File: src/rtl/spi_pkg.sv
`default_nettype none
// ============================================================================
// Module      : spi_pkg
// Description : Shared types and constants for the SPI slave front end.
// Revision    : 1.0 - initial release
// ============================================================================
package spi_pkg;

    localparam int DEF_FRAME_W = 10;
    localparam int DEF_DATA_W  = 8;

    typedef enum logic [2:0] {
        IDLE      = 3'd0,
        CHK_CMD   = 3'd1,
        WRITE     = 3'd2,
        READ_ADD  = 3'd3,
        READ_DATA = 3'd4
    } state_e;

    localparam logic [1:0] CMD_WR_ADDR = 2'b00;
    localparam logic [1:0] CMD_WR_DATA = 2'b01;
    localparam logic [1:0] CMD_RD_ADDR = 2'b10;
    localparam logic [1:0] CMD_RD_DATA = 2'b11;

endpackage
`default_nettype wire

File: src/rtl/spi_tx_serializer.sv
`default_nettype none
// ============================================================================
// Module      : spi_tx_serializer
// Description : Load-and-shift register that drives read data MSB-first on MISO.
// Revision    : 1.0 - initial release
// ============================================================================
module spi_tx_serializer import spi_pkg::*; #(
    parameter int DATA_W = DEF_DATA_W
) (
    input  logic              clk,
    input  logic              rst,
    input  logic              load_i,
    input  logic              clear_i,
    input  logic [DATA_W-1:0] data_i,
    output logic              miso_o
);

    localparam int BCNT_W = $clog2(DATA_W + 1);

    // The MSB leaves on the load edge, so only the remaining bits are held.
    logic [DATA_W-2:0] sh_q, sh_d;
    logic [BCNT_W-1:0] cnt_q, cnt_d;
    logic              miso_q, miso_d;

    always_comb begin
        sh_d   = sh_q;
        cnt_d  = cnt_q;
        miso_d = 1'b0;
        if (clear_i) begin
            sh_d  = '0;
            cnt_d = '0;
        end else if (load_i) begin
            sh_d   = data_i[DATA_W-2:0];
            cnt_d  = BCNT_W'(DATA_W - 1);
            miso_d = data_i[DATA_W-1];
        end else if (cnt_q != '0) begin
            miso_d = sh_q[DATA_W-2];
            sh_d   = sh_q << 1;
            cnt_d  = cnt_q - BCNT_W'(1);
        end
    end

    always_ff @(posedge clk or posedge rst) begin
        if (rst) begin
            sh_q   <= '0;
            cnt_q  <= '0;
            miso_q <= 1'b0;
        end else begin
            sh_q   <= sh_d;
            cnt_q  <= cnt_d;
            miso_q <= miso_d;
        end
    end

    assign miso_o = miso_q;

endmodule
`default_nettype wire

File: src/rtl/spi_slave_fsm.sv
`default_nettype none
// ============================================================================
// Module      : spi_slave_fsm
// Description : SPI slave FSM: deserialises command frames for the RAM and
//               returns read data on MISO.
// Revision    : 1.0 - initial release
// ============================================================================
module spi_slave_fsm import spi_pkg::*; #(
    parameter int FRAME_W = DEF_FRAME_W,
    parameter int DATA_W  = DEF_DATA_W
) (
    input  logic               clk,
    input  logic               rst,
    input  logic               SS_n,
    input  logic               MOSI,
    output logic               MISO,
    output logic [FRAME_W-1:0] rx_data,
    output logic               rx_valid,
    input  logic [DATA_W-1:0]  tx_data,
    input  logic               tx_valid
);

    localparam int              CNT_W    = $clog2(FRAME_W + 1);
    localparam logic [CNT_W-1:0] CNT_LAST = CNT_W'(FRAME_W - 1);
    localparam logic [CNT_W-1:0] CNT_FULL = CNT_W'(FRAME_W);

    state_e             state_q;
    logic [CNT_W-1:0]   cnt_q;
    logic [FRAME_W-2:0] shift_q;
    logic [FRAME_W-1:0] rx_data_q;
    logic               rx_valid_q;
    logic               rd_addr_held_q;
    logic               tx_done_q;

    logic [FRAME_W-1:0] frame_d;
    logic [1:0]         cmd_d;
    logic               tx_load;
    logic               tx_clear;

    assign frame_d = {shift_q, MOSI};
    assign cmd_d   = frame_d[FRAME_W-1 -: 2];

    // One read-data response per frame, accepted only once the frame strobe is gone.
    assign tx_load  = (state_q == READ_DATA) && (cnt_q == CNT_FULL) && !rx_valid_q
                      && !tx_done_q && tx_valid && !SS_n;
    assign tx_clear = SS_n && (state_q != IDLE);

    always_ff @(posedge clk or posedge rst) begin
        if (rst) begin
            state_q        <= IDLE;
            cnt_q          <= '0;
            shift_q        <= '0;
            rx_data_q      <= '0;
            rx_valid_q     <= 1'b0;
            rd_addr_held_q <= 1'b0;
            tx_done_q      <= 1'b0;
        end else begin
            rx_valid_q <= 1'b0;
            if (tx_clear) begin
                state_q   <= IDLE;
                cnt_q     <= '0;
                tx_done_q <= 1'b0;
            end else begin
                case (state_q)
                    IDLE: begin
                        if (!SS_n) begin
                            state_q <= CHK_CMD;
                        end
                    end
                    CHK_CMD: begin
                        shift_q   <= {{(FRAME_W-2){1'b0}}, MOSI};
                        cnt_q     <= CNT_W'(1);
                        tx_done_q <= 1'b0;
                        if (!MOSI) begin
                            state_q <= WRITE;
                        end else if (rd_addr_held_q) begin
                            state_q <= READ_DATA;
                        end else begin
                            state_q <= READ_ADD;
                        end
                    end
                    WRITE, READ_ADD, READ_DATA: begin
                        // Counter saturates at a full frame; later bits are dropped.
                        if (cnt_q < CNT_FULL) begin
                            shift_q <= frame_d[FRAME_W-2:0];
                            cnt_q   <= cnt_q + CNT_W'(1);
                            if (cnt_q == CNT_LAST) begin
                                rx_data_q  <= frame_d;
                                rx_valid_q <= 1'b1;
                                if (cmd_d == CMD_RD_ADDR) begin
                                    rd_addr_held_q <= 1'b1;
                                end else if (cmd_d == CMD_RD_DATA) begin
                                    rd_addr_held_q <= 1'b0;
                                end
                            end
                        end
                        if (tx_load) begin
                            tx_done_q <= 1'b1;
                        end
                    end
                    default: begin
                        state_q <= IDLE;
                    end
                endcase
            end
        end
    end

    spi_tx_serializer #(
        .DATA_W (DATA_W)
    ) u_tx_serializer (
        .clk     (clk),
        .rst     (rst),
        .load_i  (tx_load),
        .clear_i (tx_clear),
        .data_i  (tx_data),
        .miso_o  (MISO)
    );

    assign rx_data  = rx_data_q;
    assign rx_valid = rx_valid_q;

endmodule
`default_nettype wire

File: config.mk
export PLATFORM = sky130hd
export DESIGN_NAME = spi_slave_fsm
export DESIGN_NICKNAME = d
export VERILOG_FILES = /design/src/rtl/spi_pkg.sv /design/src/rtl/spi_tx_serializer.sv /design/src/rtl/spi_slave_fsm.sv
export SDC_FILE = /design/constraint.sdc
export NUM_CORES = 1
export LEC_CHECK = 0
export CAP_MARGIN = 20
export CELL_PAD_IN_SITES_DETAIL_PLACEMENT = 0
export CELL_PAD_IN_SITES_GLOBAL_PLACEMENT = 1
export CORE_ASPECT_RATIO = 0.9
export CORE_MARGIN = 8
export CORE_UTILIZATION = 43
export DETAILED_ROUTE_END_ITERATION = 10
export GPL_TIMING_DRIVEN = 1
export PLACE_DENSITY_LB_ADDON = 0.1
export SYNTH_ARGS = -nofsm -noshare
export SYNTH_HDL_FRONTEND = slang
export SYNTH_SLANG_ARGS = --single-unit
File: constraint.sdc
create_clock -name clk -period 2.1 [get_ports clk]
set_input_delay 0.42 -clock clk [delete_from_list [all_inputs] [get_ports clk]]
set_output_delay 0.42 -clock clk [all_outputs]
set_load 0.02 [all_outputs]
==> run_results.csv, run 1 <==
group,metric,value,unit
outcome,status,"finished clean",
placed_design,gp_congestion,0.8286,
worst_setup_path,required,2.28,ns
timing,fin_setup_tns,0,ns
route,drc,0,
timing,relSlewSlack,60.54,%
layout,final_util,54.15,%
yosys,syn_area,1919,sq um
clocking,cts_made_buffers,5,
yosys,synth_warnings,0,
timing,min_period_over_period,89.55,%
grt,grt_usage,12.93,%
worst_setup_path,regToRegEndpoint,"rx_data[3]",
route,viasPerCell,5.292,
grt,grt_pass1_vias,1483,
yosys,async_reset_ff_share,100.0,%
worst_setup_path,path_max_fanout,12,
timing,hold_viol,0,
timing,skew,0.006361,ns
clocking,postCtsSetupRepairBufs,0,
placed_design,io_buffer_count,24,
clocking,cts_resized,0,
clocking,clockRootBuffer,"clkbuf_8",
route,num_vias,1397,
yosys,syn_nets,185,
timing,tightest_slew,0.5897,ns
power,total_leakage_power,0.001080,uW
grt,antenna_found_initial,0,
layout,area_growth,23.40,%
worst_setup_path,r2r-start,"state_q[2]",
layout,drive_gt1_share,17.82,%
layout,fin_cells,264,
layout,nNetsFinal,218,
timing,rsz0062_at_grt,"false",
grt,grt_pass1_wl,6975,um
timing,whs,0.5037,ns
floorplan,die_h,79.38,um
floorplan,dieWidth,86.43,um
worst_setup_path,crit_arrival,2.06,ns
route,drtAntennaViolNets,0,
worst_setup_path,reg2reg_slack,0.22,ns
clocking,hold_buffers,0,
timing,fmax,531.7,MHz
yosys,synth_edf_count,0,
floorplan,io_pins,25,
worst_setup_path,cp-end-kind,"flop",
power,pwr_density_cell,886.3,nW/um^2
worst_setup_path,r2r_cells,5,
floorplan,rows,23,
route,dr.pass1.iters,4,
yosys,synth_cell_types,40,
clocking,clk_pin_slew,0.08,ns
yosys,ys_seq_elements,41,
route,avgRoutedWirePerCell,15.15,um
timing,setup_viol,0,
placed_design,hpwl,2814,um
layout,diodes,0,
yosys,ys_seq_area_share,53.46,%
clocking,cts-htree-levels,2,
floorplan,coreArea,4374,sq um
power,ir_drop,0.4716,mV
job,maxCapViolations,0,
yosys,synth_cells,168,
worst_setup_path,worstSetupPathType,"reg -> reg",
hold_path,hp-class,"reg -> reg",
clocking,clock_path_buffers,2,
timing,slew_viol_final,0,
clocking,cts_tree,"done",
route,drt_iter0_markers,74,
worst_setup_path,endpoint,"rx_data[3]",
floorplan,die-area,6860,sq um
yosys,ys.flop_type,"dfrtp_1",
worst_setup_path,critPathLaunchType,"flop",
worst_setup_path,cp-startpoint,"state_q[2]",
route,wl,3999,um
yosys,synth_area_per_cell,11.42,sq um
floorplan,initial_core_util,43.88,%
grt,grt_max_degree,42,
grt,overflow,0,
placed_design,dp_cells,256,
timing,min_period,1.881,ns
clocking,clock-sinks,41,
clocking,clock_latency,0.30,ns
==> cell families after synthesis <==
| family | share of synthesized area, % |
|---|---|
| xor+xnor | 0.4564 |
| mux | 10.10 |
| fa+ha+maj | 2.608 |
| flops | 53.45 |
| simple gates | 11.99 |
| buf+inv | 3.585 |
| compound gates | 17.80 |
==> sequential cells by signal, indices dropped and copies added (netlist names) <==
signal                  cells
rx_data                    10
shift_q                     9
u_tx_serializer.sh_q        7
cnt_q                       4
u_tx_serializer.cnt_q       4
state_q                     3
rd_addr_held_q              1
rx_valid                    1
tx_done_q                   1
u_tx_serializer.miso_o      1
==> report_power, final <==
part | switching, uW | internal [uW]
clock network | 282 | 229
registers | 98.9 | 895
logic | 300 | 294
==> cells in the mapped netlist, types with 3 or more instances <==
master	count	area [sq um]
nand2_1	8	30.03
mux2i_1	7	70.07
o21ai_0	7	35.03
clkbuf_1	5	18.77
ha_1	4	50.05
nand3_1	3	15.01
a22o_1	8	70.07
a21oi_1	8	40.04
nor3_1	4	20.02
dfrtp_1	41	1026
nor2_1	14	52.55
mux2_2	11	123.9
a211oi_1	8	60.06
inv_1	9	33.78
==> through the flow <==
stage	worst slack, ns	instance area [sq um]	power (uW)
global route	0.1388	2369	2227
finish	0.2194	2369	2099
floorplan	0.2906	1919	1417
global placement	0.1564	2282	1592
detailed placement	0.09968	2282	1604
CTS	0.2077	2369	2123
==> cell type report <==
type                            count  area [sq um]
Clock buffer                        5         68.82
Clock inverter                      3         17.52
Fill cell                         408          2006
Inverter                            9         33.78
Multi-Input combinational cell    111         824.5
Sequential cell                    41          1026
Tap cell                           62         77.57
Timing Repair Buffer               33         320.3
==> critical path, cell delays in order (launching register included) <==
cell and delay [ns]:
dfrtp_1 0.43, buf_4 0.17, nand2b_1 0.21, a2111oi_4 0.43, buf_12 0.19, mux2_2 0.33
==> layout by cell type (no fill, tap or decap), drive strengths merged, types with 2 or more instances in the layout <==
cell type      netlist  layout
nor3b                3       3
nand2b               2       2
nand3                3       3
nand2                9       9
inv                  9       9
dfrtp               41      41
or3b                 2       2
clkdlybuf4s50        0      24
clkinv               0       2
a211oi               8       8
ha                   4       4
nor3                 4       4
or3                  2       2
o21ai                7       7
clkbuf               5       5
o21a                 2       2
or2                  2       2
a2111oi              2       2
mux2i                7       7
buf                  2       9
a21oi                8       8
mux2                11      11
a22o                 8       8
nor2                14      14
==> worst min path at each step <==
| stage | start | endpoint | slack, ns | depth (start not counted) |
|---|---|---|---|---|
| 2_1_floorplan | shift_q[7] | rd_addr_held_q | 0.46 | 1 |
| 3_3_place_gp | rx_data[0] | rx_data[0] | 0.49 | 1 |
| 3_5_place_dp | rx_data[8] | rx_data[8] | 0.50 | 1 |
| 4_1_cts | shift_q[7] | rd_addr_held_q | 0.51 | 1 |
| 5_1_grt | shift_q[7] | rd_addr_held_q | 0.53 | 1 |
| 6_report | shift_q[7] | rd_addr_held_q | 0.50 | 1 |
==> layer usage <==
metal  vias up  track usage (%)  routed length [um]
met5         -                0                   0
met4         0            5.842                  74
met3         7            3.601                 122
met2        19            20.06                1843
met1       695            16.43                1958
li1        676                -                   -
(Power assumes the default switching activity.)
==> inputs of run 2 (changes only) <==
--- a/config.mk
+++ b/config.mk
@@ -14,6 +14,7 @@
 export DETAILED_ROUTE_END_ITERATION = 10
 export GPL_TIMING_DRIVEN = 1
 export PLACE_DENSITY_LB_ADDON = 0.1
+export SLEW_MARGIN = 20
 export SYNTH_ARGS = -nofsm -noshare
 export SYNTH_HDL_FRONTEND = slang
 export SYNTH_SLANG_ARGS = --single-unit
==> constraint.sdc (replaced) <==
create_clock -name clk -period 2.1 [get_ports clk]
set_input_delay 0.42 -clock clk [delete_from_list [all_inputs] [get_ports clk]]
set_output_delay 0.42 -clock clk [all_outputs]
set_load 0.05 [all_outputs]
==> results of run 2 <==
Same layout as run 1 (identical final DEF). Status: finished clean.
Among the figures that moved: setup slack after layout 0.2194 ns -> 0.1852 ns; start point of the critical path state_q[2] -> rx_valid; end point of the critical path rx_data[3] -> rx_valid; total power 2099 uW -> 2140 uW; worst IR drop on VDD 0.4716 mV -> 0.4719 mV
==> inputs of run 3 (changes only) <==
--- a/config.mk
+++ b/config.mk
@@ -13,6 +13,7 @@
 export CORE_UTILIZATION = 43
 export DETAILED_ROUTE_END_ITERATION = 10
 export GPL_TIMING_DRIVEN = 1
+export HOLD_SLACK_MARGIN = 0.15
 export PLACE_DENSITY_LB_ADDON = 0.1
 export SLEW_MARGIN = 20
 export SYNTH_ARGS = -nofsm -noshare
==> results of run 3 <==
Same layout as run 1 (identical final DEF). Status: finished clean.
Among the figures that moved: setup slack after layout 0.2194 ns -> 0.1852 ns; start point of the critical path state_q[2] -> rx_valid; end point of the critical path rx_data[3] -> rx_valid; total power 2099 uW -> 2140 uW; worst IR drop on VDD 0.4716 mV -> 0.4719 mV
